--- src/rtl/sipo_pkg.sv ---
// Shared definitions for the SIPO deserializer: default width, bit-counter width
// function and a counter type wide enough for any legal N (2..64).
package sipo_pkg;

    localparam int SIPO_N_DEFAULT = 8;
    localparam int SIPO_CNT_MAX_W = 7;

    typedef logic [SIPO_CNT_MAX_W-1:0] sipo_cnt_t;

    // Wide enough to hold the value N, which the parity build needs for its extra bit.
    function automatic int sipo_cnt_width(input int n);
        return $clog2(n + 1);
    endfunction

endpackage

--- src/rtl/sipo_holding_reg.sv ---
// Valid/ready output holding register: loads a completed word when empty or
// draining, otherwise drops it and pulses overrun for one cycle.
module sipo_holding_reg #(
    parameter int W = 8
) (
    input  logic         clk,
    input  logic         rst_n,
    input  logic         load_valid,
    input  logic [W-1:0] load_data,
    input  logic         ready,
    output logic [W-1:0] data,
    output logic         valid,
    output logic         overrun
);

    logic [W-1:0] data_reg;
    logic [W-1:0] data_next;
    logic         valid_reg;
    logic         valid_next;
    logic         overrun_reg;
    logic         overrun_next;
    logic         drain;

    assign drain = valid_reg && ready;

    always_comb begin
        data_next    = data_reg;
        valid_next   = valid_reg;
        overrun_next = 1'b0;
        if (load_valid && (!valid_reg || drain)) begin
            data_next  = load_data;
            valid_next = 1'b1;
        end else if (load_valid) begin
            // Consumer is stalled on an older word: keep it, lose the new one.
            overrun_next = 1'b1;
        end else if (drain) begin
            valid_next = 1'b0;
        end
    end

    always_ff @(posedge clk or negedge rst_n) begin
        if (!rst_n) begin
            data_reg    <= '0;
            valid_reg   <= 1'b0;
            overrun_reg <= 1'b0;
        end else begin
            data_reg    <= data_next;
            valid_reg   <= valid_next;
            overrun_reg <= overrun_next;
        end
    end

    assign data    = data_reg;
    assign valid   = valid_reg;
    assign overrun = overrun_reg;

endmodule

--- src/rtl/sipo_deserializer.sv ---
// Serial-in parallel-out deserializer, MSB first, with valid/ready output.
// Define SIPO_DESERIALIZER_PARITY_EN for N data bits + even parity bit per frame.
module sipo_deserializer
    import sipo_pkg::*;
#(
    parameter int N     = SIPO_N_DEFAULT,
    parameter int CNT_W = sipo_cnt_width(N)
) (
    input  logic         CLK,
    input  logic         ASYNCRESETN,
    input  logic         SI,
    input  logic         SI_VALID,
    output logic [N-1:0] O,
    output logic         O_VALID,
    input  logic         O_READY,
    output logic         OVERRUN
`ifdef SIPO_DESERIALIZER_PARITY_EN
    ,
    output logic         PARITY_ERR
`endif
);

`ifdef SIPO_DESERIALIZER_PARITY_EN
    localparam int PAR_BITS = 1;
`else
    localparam int PAR_BITS = 0;
`endif
    localparam int        FRAME_BITS = N + PAR_BITS;
    // Only the bits before the completing one need storage.
    localparam int        SH_W       = FRAME_BITS - 1;
    localparam int        HOLD_W     = N + PAR_BITS;
    localparam sipo_cnt_t LAST_IDX   = sipo_cnt_t'(FRAME_BITS - 1);

    logic [SH_W-1:0]   shreg_reg;
    logic [SH_W-1:0]   shreg_shift;
    logic [CNT_W-1:0]  cnt_reg;
    logic [CNT_W-1:0]  cnt_next;
    logic              last_bit;
    logic              word_done;
    logic [HOLD_W-1:0] load_word;
    logic [HOLD_W-1:0] hold_data;

    genvar gi;

    assign shreg_shift[0] = SI;
    generate
        for (gi = 1; gi < SH_W; gi++) begin : g_shift
            assign shreg_shift[gi] = shreg_reg[gi-1];
        end
    endgenerate

    assign last_bit  = (sipo_cnt_t'(cnt_reg) == LAST_IDX);
    assign word_done = SI_VALID && last_bit;

    always_comb begin
        cnt_next = cnt_reg;
        if (SI_VALID) begin
            cnt_next = last_bit ? '0 : cnt_reg + CNT_W'(1);
        end
    end

    always_ff @(posedge CLK or negedge ASYNCRESETN) begin
        if (!ASYNCRESETN) begin
            shreg_reg <= '0;
            cnt_reg   <= '0;
        end else if (SI_VALID) begin
            shreg_reg <= shreg_shift;
            cnt_reg   <= cnt_next;
        end
    end

`ifdef SIPO_DESERIALIZER_PARITY_EN
    // Parity error rides in the holding register so it stays paired with O.
    assign load_word = {^{shreg_reg, SI}, shreg_reg};
`else
    assign load_word = {shreg_reg, SI};
`endif

    sipo_holding_reg #(
        .W (HOLD_W)
    ) u_hold (
        .clk        (CLK),
        .rst_n      (ASYNCRESETN),
        .load_valid (word_done),
        .load_data  (load_word),
        .ready      (O_READY),
        .data       (hold_data),
        .valid      (O_VALID),
        .overrun    (OVERRUN)
    );

    assign O = hold_data[N-1:0];
`ifdef SIPO_DESERIALIZER_PARITY_EN
    assign PARITY_ERR = hold_data[N];
`endif

endmodule

--- config.mk ---
export PLATFORM = sky130hd
export DESIGN_NAME = sipo_deserializer
export DESIGN_NICKNAME = d
export VERILOG_FILES = /design/src/rtl/sipo_pkg.sv /design/src/rtl/sipo_holding_reg.sv /design/src/rtl/sipo_deserializer.sv
export SDC_FILE = /design/constraint.sdc
export NUM_CORES = 1
export LEC_CHECK = 0
export ABC_AREA = 1
export CAP_MARGIN = 20
export CELL_PAD_IN_SITES_DETAIL_PLACEMENT = 1
export CELL_PAD_IN_SITES_GLOBAL_PLACEMENT = 1
export CORE_UTILIZATION = 35
export DETAILED_ROUTE_END_ITERATION = 8
export PLACE_DENSITY = 0.85
export SLEW_MARGIN = 20
export SYNTH_ARGS = -nofsm -noshare
export SYNTH_HDL_FRONTEND = slang
export SYNTH_SLANG_ARGS = --single-unit
--- constraint.sdc ---
create_clock -name CLK -period 1.1 [get_ports CLK]
set_input_delay 0.22 -clock CLK [delete_from_list [all_inputs] [get_ports CLK]]
set_output_delay 0.22 -clock CLK [all_outputs]
set_load 0.005 [all_outputs]
* Word level (Yosys, flattened, before mapping) *
Cells that the tools add are included.

storage, ports and cells
  flip-flop bits (word level) = 21
  bits of input ports = 5
  output and inout bits = 10

operators by class
  add/sub/neg operators = 1
  equal/unequal tests = 2
  muxes and demuxes = 6
  reductions and logical operators = 7

operators by type and width
  cell                                                                   number
  1-bit 2-to-1 mux                                                       5
  4-bit by 1-bit adder with 4-bit output, second input constant          1
  4-bit by 3-bit equality test with 1-bit output, second input constant  1
  4-bit 2-to-1 mux                                                       1
  1-bit logical AND                                                      3
  2-bit inequality test, second input constant                           1
  2-bit AND reduction                                                    1
  2-bit nonzero test                                                     1
  1-bit zero test                                                        1
  1-bit logical OR                                                       1

* Longest topological paths before layout *
  word-level depth = 5
  mapped depth = 6

* Hierarchy *
From an unflattened synthesis, not the netlist that was laid out.

second synthesis, totals
  cell total of the unflattened synthesis = 95
  area, all modules = 928.4 um^2

modules (own cells, without submodules)
  module             times used  cells each  area an instance (um^2)  sequential area each (um^2)
  sipo_deserializer  1           53          469.2                    275.3
  sipo_holding_reg   1           42          459.2                    250.2

* Least setup slack after synthesis *
OpenSTA, ideal clock, no wires.

  kind = register -> register
  from = register cnt_reg[0]
  to = register u_hold.data_reg[0] (netlist: u_hold.data[0])
  setup time = 0.117 ns
  arrival = 0.931 ns
  data required time = 0.983 ns
  slack = 0.053 ns
  stages on the path, launching flop included = 7
  cells stage by stage = dfrtp_1 ha_1 nand2_4 inv_2 nand3_4 nand2_1 nand2_1

between the ends
  longest elaborated chain between the ends = 3

ends and longest elaborated chain
  element                                         line                     source
  start: declaration                              sipo_deserializer.sv:36  logic [CNT_W-1:0] cnt_reg;
  start signal: assignment                        sipo_deserializer.sv:68  cnt_reg <= cnt_next;
  4-bit by 3-bit equality test with 1-bit output  sipo_deserializer.sv:52  assign last_bit = (sipo_cnt_t'(cnt_reg) == LAST_IDX);
  1-bit logical AND                               sipo_deserializer.sv:53  assign word_done = SI_VALID && last_bit;
  1-bit logical AND                               sipo_holding_reg.sv:30   if (load_valid && (!valid_reg || drain)) begin
  end signal: assignment                          sipo_holding_reg.sv:47   data_reg <= data_next;
  end: declaration                                sipo_holding_reg.sv:16   logic [W-1:0] data_reg;

No other way between the ends.
A chain may end at the register's enable or synchronous reset.

* Worst setup path in the final report *
  from = register cnt_reg[1]
  to = register u_hold.data_reg[3] (netlist: u_hold.data[3])

Same word-level chain as after synthesis.

==> reports/metrics.yaml <==
status: "finished clean"
finalCriticalPeriod_ns: 1.098
grt_max_degree: 22
cts_tree: "done"
ys_warn_count: 0
hold_class: "in2async"
n_antenna_cell: 0
initial_core_util: 0.3878
grt_pass1_wl_mm: 3.532
setup_tns_ns: 0
clk_pin_slew_ns: 0.12
coreArea_um2: 2297
peakVddDrop_mv: 1.128
grtUsageTotal: 0.1842
dpl_cell_area_um2: 1112
design_area_um2: 1189
gp_congestion: 0.7315
cp.required_ns: 1.31
wl_per_cell_um: 14.54
drive_gt1_frac: 0.3583
hold_ws_ns: 0.2436
layout.nets: 127
yosys_register_bits: 21
crit_type: "reg2reg"
mostFrequentLayoutCells: "23 x nand2_1, 21 x dfrtp_1, 12 x buf_4"
h-tree-depth: 1
multi_input_area_um2: 349.1
ios: 15
dpl.hpwl_mm: 1.498
placementRows: 17
nFillCells: 267
cp.arrival_ns: 1.31
hold_buffers: 0
root_buffer: "clkbuf_4"
finalMaxSlewViolations: 0
place_ws_ns: -0.3504
period_share: 0.9983
clock_latency_ns: 0.31
dp_cells: 135
final_antenna_net_count: 0
cp_max_fo: 4
cts_max_path_buffers: 2
synthCells: 90
end_kind: "flip-flop"
finalPower_mw: 2.833
netlist_top_cells_area: "dfrtp_1 59%, nand2_1 11%, nand3_1 5.6%, inv_1 2.5%, mux2_2 2.5%"
seqCellArea_um2: 525.5
area_growth_pct: 33.43
p_leak_nw: 0.6354
finalClockSkew_ns: 0.005496
wirelength_mm: 2.152
dieArea_um2: 2751
dieWidth_um: 52.45
final_common_cell: "nand2_1"
syn_area_um2: 890.9
portBuffers: 14
syn_area_per_cell_um2: 9.898
die_h_um: 52.45
grt_overflow: 0
setup_viol: 0
stdcell_count: 148
fmax_mhz: 910.7
rsz0062_at_grt: "yes"
first_iter_violations: 3
cts_buffers: 3
synth_top_area_share: 0.5899
first_pass_iters: 2
antenna_found_initial: 0
grt_pass1_vias: 718
cap_violations: 0
power_density_nw_per_um2: 2383
final_core_util: 0.5174
slew_headroom: 0.8135
ys_types: 20
fin_ws_ns: 0.001914
worst_setup_path_start_kind: "flip-flop"
yosysTopAreaCell: "dfrtp_1"
drc: 0
hold_viol: 0
synth-seq-area-share: 0.5899
viasPerCell: 4.851
clock_sinks: 21
worst_pin_slew_ns: 0.2798
vias: 718
synth_nets: 96
largest_reg_flops: 8
-- final timing paths --
check | from | end | slack (ns) | cells after the start
min | ASYNCRESETN | shreg_reg[4] | 0.24 | 2
min in group CLK | SI | u_hold.data[0] | 0.50 | 3
min reg2reg | u_hold.data[1] | u_hold.data[1] | 0.50 | 2
max reg2reg | cnt_reg[1] | u_hold.data[3] | 0.002 | 6
max in group asynchronous | ASYNCRESETN | u_hold.data[3] | 0.72 | 2
max | cnt_reg[1] | u_hold.data[3] | 0.002 | 6
-- layer usage --
layer / global-route usage / vias to the layer above / share of wire
li1: - / 348 / -
met3: 0.02609 / 9 / 0.025
met5: 0 / - / 0
met4: 0.1360 / 0 / 0.037
met2: 0.2975 / 17 / 0.52
met1: 0.2202 / 344 / 0.42
-- logic make-up after synthesis --
kind of cell / share of synthesized area
buffers and inverters: 0.06039
DFF: 0.5899
AOI/OAI and AO/OA: 0.03932
adders and majority gates: 0.01404
muxes: 0.02528
xor gates and xnor gates: 0.009833
and+or+nand+nor: 0.2612
-- cells in the mapped netlist, drive strengths merged --
| cell type | number |
|---|---|
| a21oi | 3 |
| buf | 3 |
| dfrtp | 21 |
| ha | 1 |
| inv | 8 |
| mux2 | 2 |
| nand2 | 28 |
| nand3 | 11 |
| nor2 | 7 |
| nor3 | 1 |
| o21ai | 4 |
| xnor2 | 1 |
-- what timing repair did --
item / CTS / global route
gates resized for setup: 41 / 8
cloned: 0 / 1
endpoints found under the setup margin: 20 / 13
setup buffers: 7 / 1
pin swaps: 1 / 1
endpoints found under the hold margin: 0 / 0
-- area by class of cell --
class | count | area share
Sequential cell | 21 | 0.4421
Clock buffer | 3 | 0.01895
Clock inverter | 1 | 0.004211
Timing Repair Buffer | 28 | 0.1842
Multi-Input combinational cell | 59 | 0.2937
Tap cell | 28 | 0.02947
Inverter | 8 | 0.02737
-- worst max-delay path, stage by stage, from the launching register on --
cell,delay (ns)
dfrtp_1,0.42
ha_4,0.16
nand2_4,0.08
inv_4,0.09
nand3_2,0.11
nand2_1,0.09
nand2_1,0.06
-- where the power goes --
group | switching (mW) | internal (mW)
combinational | 0.617 | 0.616
sequential | 0.192 | 1.02
clock | 0.247 | 0.136
(Power assumes the default switching activity.)
==> RTL change, RTL diff (same settings) <==
Make the reset (`ASYNCRESETN` and `rst_n`) synchronous in 2 clocked blocks.
--- a/src/rtl/sipo_holding_reg.sv
+++ b/src/rtl/sipo_holding_reg.sv
@@ -38,7 +38,7 @@
         end
     end
 
-    always_ff @(posedge clk or negedge rst_n) begin
+    always_ff @(posedge clk) begin
         if (!rst_n) begin
             data_reg    <= '0;
             valid_reg   <= 1'b0;
--- a/src/rtl/sipo_deserializer.sv
+++ b/src/rtl/sipo_deserializer.sv
@@ -59,7 +59,7 @@
         end
     end
 
-    always_ff @(posedge CLK or negedge ASYNCRESETN) begin
+    always_ff @(posedge CLK) begin
         if (!ASYNCRESETN) begin
             shreg_reg <= '0;
             cnt_reg   <= '0;
Function: differs if ASYNCRESETN is asserted again (counterexample within 10 cycles, from zero or initial values and one cycle with ASYNCRESETN low); with ASYNCRESETN held inactive, the same outputs for 10 cycles.
==> RTL change against the unedited design <==
Cell area down 2.0%; sequential cell count is the same; area after synthesis is 2.9% higher; setup slack better by 0.015 ns; via count rose by 13%; critical path depth unchanged; wire length down 2.0%; utilization shrank 4.7 points; critical path type unchanged; highest routed layer unchanged.
Power is not compared: it rests on default switching activity, and its combinational part moved more than twofold at a synthesized area within 25%.
==> RTL change: results (changes against the unedited design) <==
.. list-table::
   :header-rows: 1

   * - Metric
     - Value
   * - Result of the run
     - complete, no violations (unchanged)
   * - Maximum number of pins on one net before global-route repair
     - 20 (was 22)
   * - Routing usage on met3
     - 0.0345 (was 0.0261)
   * - # resized after CTS
     - 34 (was 41)
   * - Pre-antenna DRT Iters
     - 4 (was 2)
   * - Crit path arrival time
     - 1.27 ns (was 1.31 ns)
   * - Met2 Resource Use GR
     - 0.310 (was 0.297)
   * - Wire length of the first global-routing pass
     - 3500 um (was 3530 um)
   * - Fin Hold WS
     - 0.480 ns (was 0.244 ns)
   * - Sum of net half-perimeters after detailed placement
     - 1610 um (was 1500 um)
   * - Cell area reported after detailed placement
     - 1130 um^2 (was 1110 um^2)
   * - Synthesis warning total
     - 0 (unchanged)
   * - Number of violations reported at the end of detailed-routing iteration 0
     - 5 (was 3)
   * - Worst Hold Class
     - input port to flip-flop (was input port to async pin)
   * - Setup slack at placement
     - -0.394 ns (was -0.350 ns)
   * - Met3 WL
     - 49 um (was 54 um)
   * - Share of the yosys chip area belonging to registers
     - 0.458 (was 0.590)
   * - Slowest cell on crit path
     - dfxtp_2 (was dfrtp_1)
   * - Via count normalized by instance count
     - 4.55 (was 4.85)
   * - Most area-consuming cells after synthesis
     - dfxtp_1 (46%), inv_1 (11%), nand2_1 (9.0%), o21ai_0 (6.0%), a21oi_1 (4.9%) (was dfrtp_1 (59%), nand2_1 (11%), nand3_1 (5.6%), inv_1 (2.5%), mux2_2 (2.5%))
   * - Critical path fanouts, max
     - 5 (was 4)
   * - Sum of routed wire segments on met1
     - 907 um (was 906 um)
   * - Max Clock Skew
     - 0.0169 ns (was 0.00550 ns)
   * - Number of global-route vias before repair
     - 801 (was 718)
   * - Per-instance average area after synthesis
     - 7.17 um^2 (was 9.90 um^2)
   * - Slew at the pin with the worst max-slew slack
     - 0.241 ns (was 0.280 ns)
   * - Met1 capacity usage during global routing
     - 0.203 (was 0.220)
   * - Met2 Routed Length
     - 1120 um (was 1110 um)
   * - Vias post-DR
     - 814 (was 718)
   * - Synthesized net count
     - 134 (was 96)
   * - Buffers inserted during post-CTS setup optimization
     - 0 (was 7)
   * - Worst-case setup margin in the final layout
     - 0.0173 ns (was 0.00191 ns)
   * - Maximum single-stage delay on the critical path
     - 0.37 ns (was 0.42 ns)
   * - Global-route total usage across every layer
     - 0.175 (was 0.184)
   * - Destination of the critical timing path
     - cnt_reg[3] (was u_hold.data[3])
   * - Crit path launch
     - cnt_reg[1] (unchanged)
[RTL change: cell count changes after synthesis, moves of 2 or more]
cell,change
nor2_1,+6
dfxtp_1,+21
inv_1,+22
nand2_1,-4
dfrtp_1,-21
mux2_2,-2
o21ai_0,+7
inv_2,+2
a21oi_1,+6
[RTL change: logic make-up after synthesis]
group / after synthesis / share of synthesized area
compound gates: 21 / 0.119
simple gates: 48 / 0.251
flops: 21 / 0.458
buf+inv: 37 / 0.158
fa+ha+maj: 1 / 0.0136
[RTL change: layout make-up]
class | count | area, um^2
clock buffers | 3 | 22.5
clock inverters | 1 | 5.00
fillers | 337 | 1310
inverters | 32 | 120
multi-input cells | 71 | 378
flip-flops and latches | 21 | 434
well taps | 30 | 37.5
repair buffers | 21 | 168
[RTL change: power breakdown]
group          switching (mW)  internal [mW]  total (mW)
logic                  0.0718         0.0601       0.132
registers              0.0154          0.786       0.801
clock network           0.235          0.136       0.370
total                   0.322          0.981        1.30
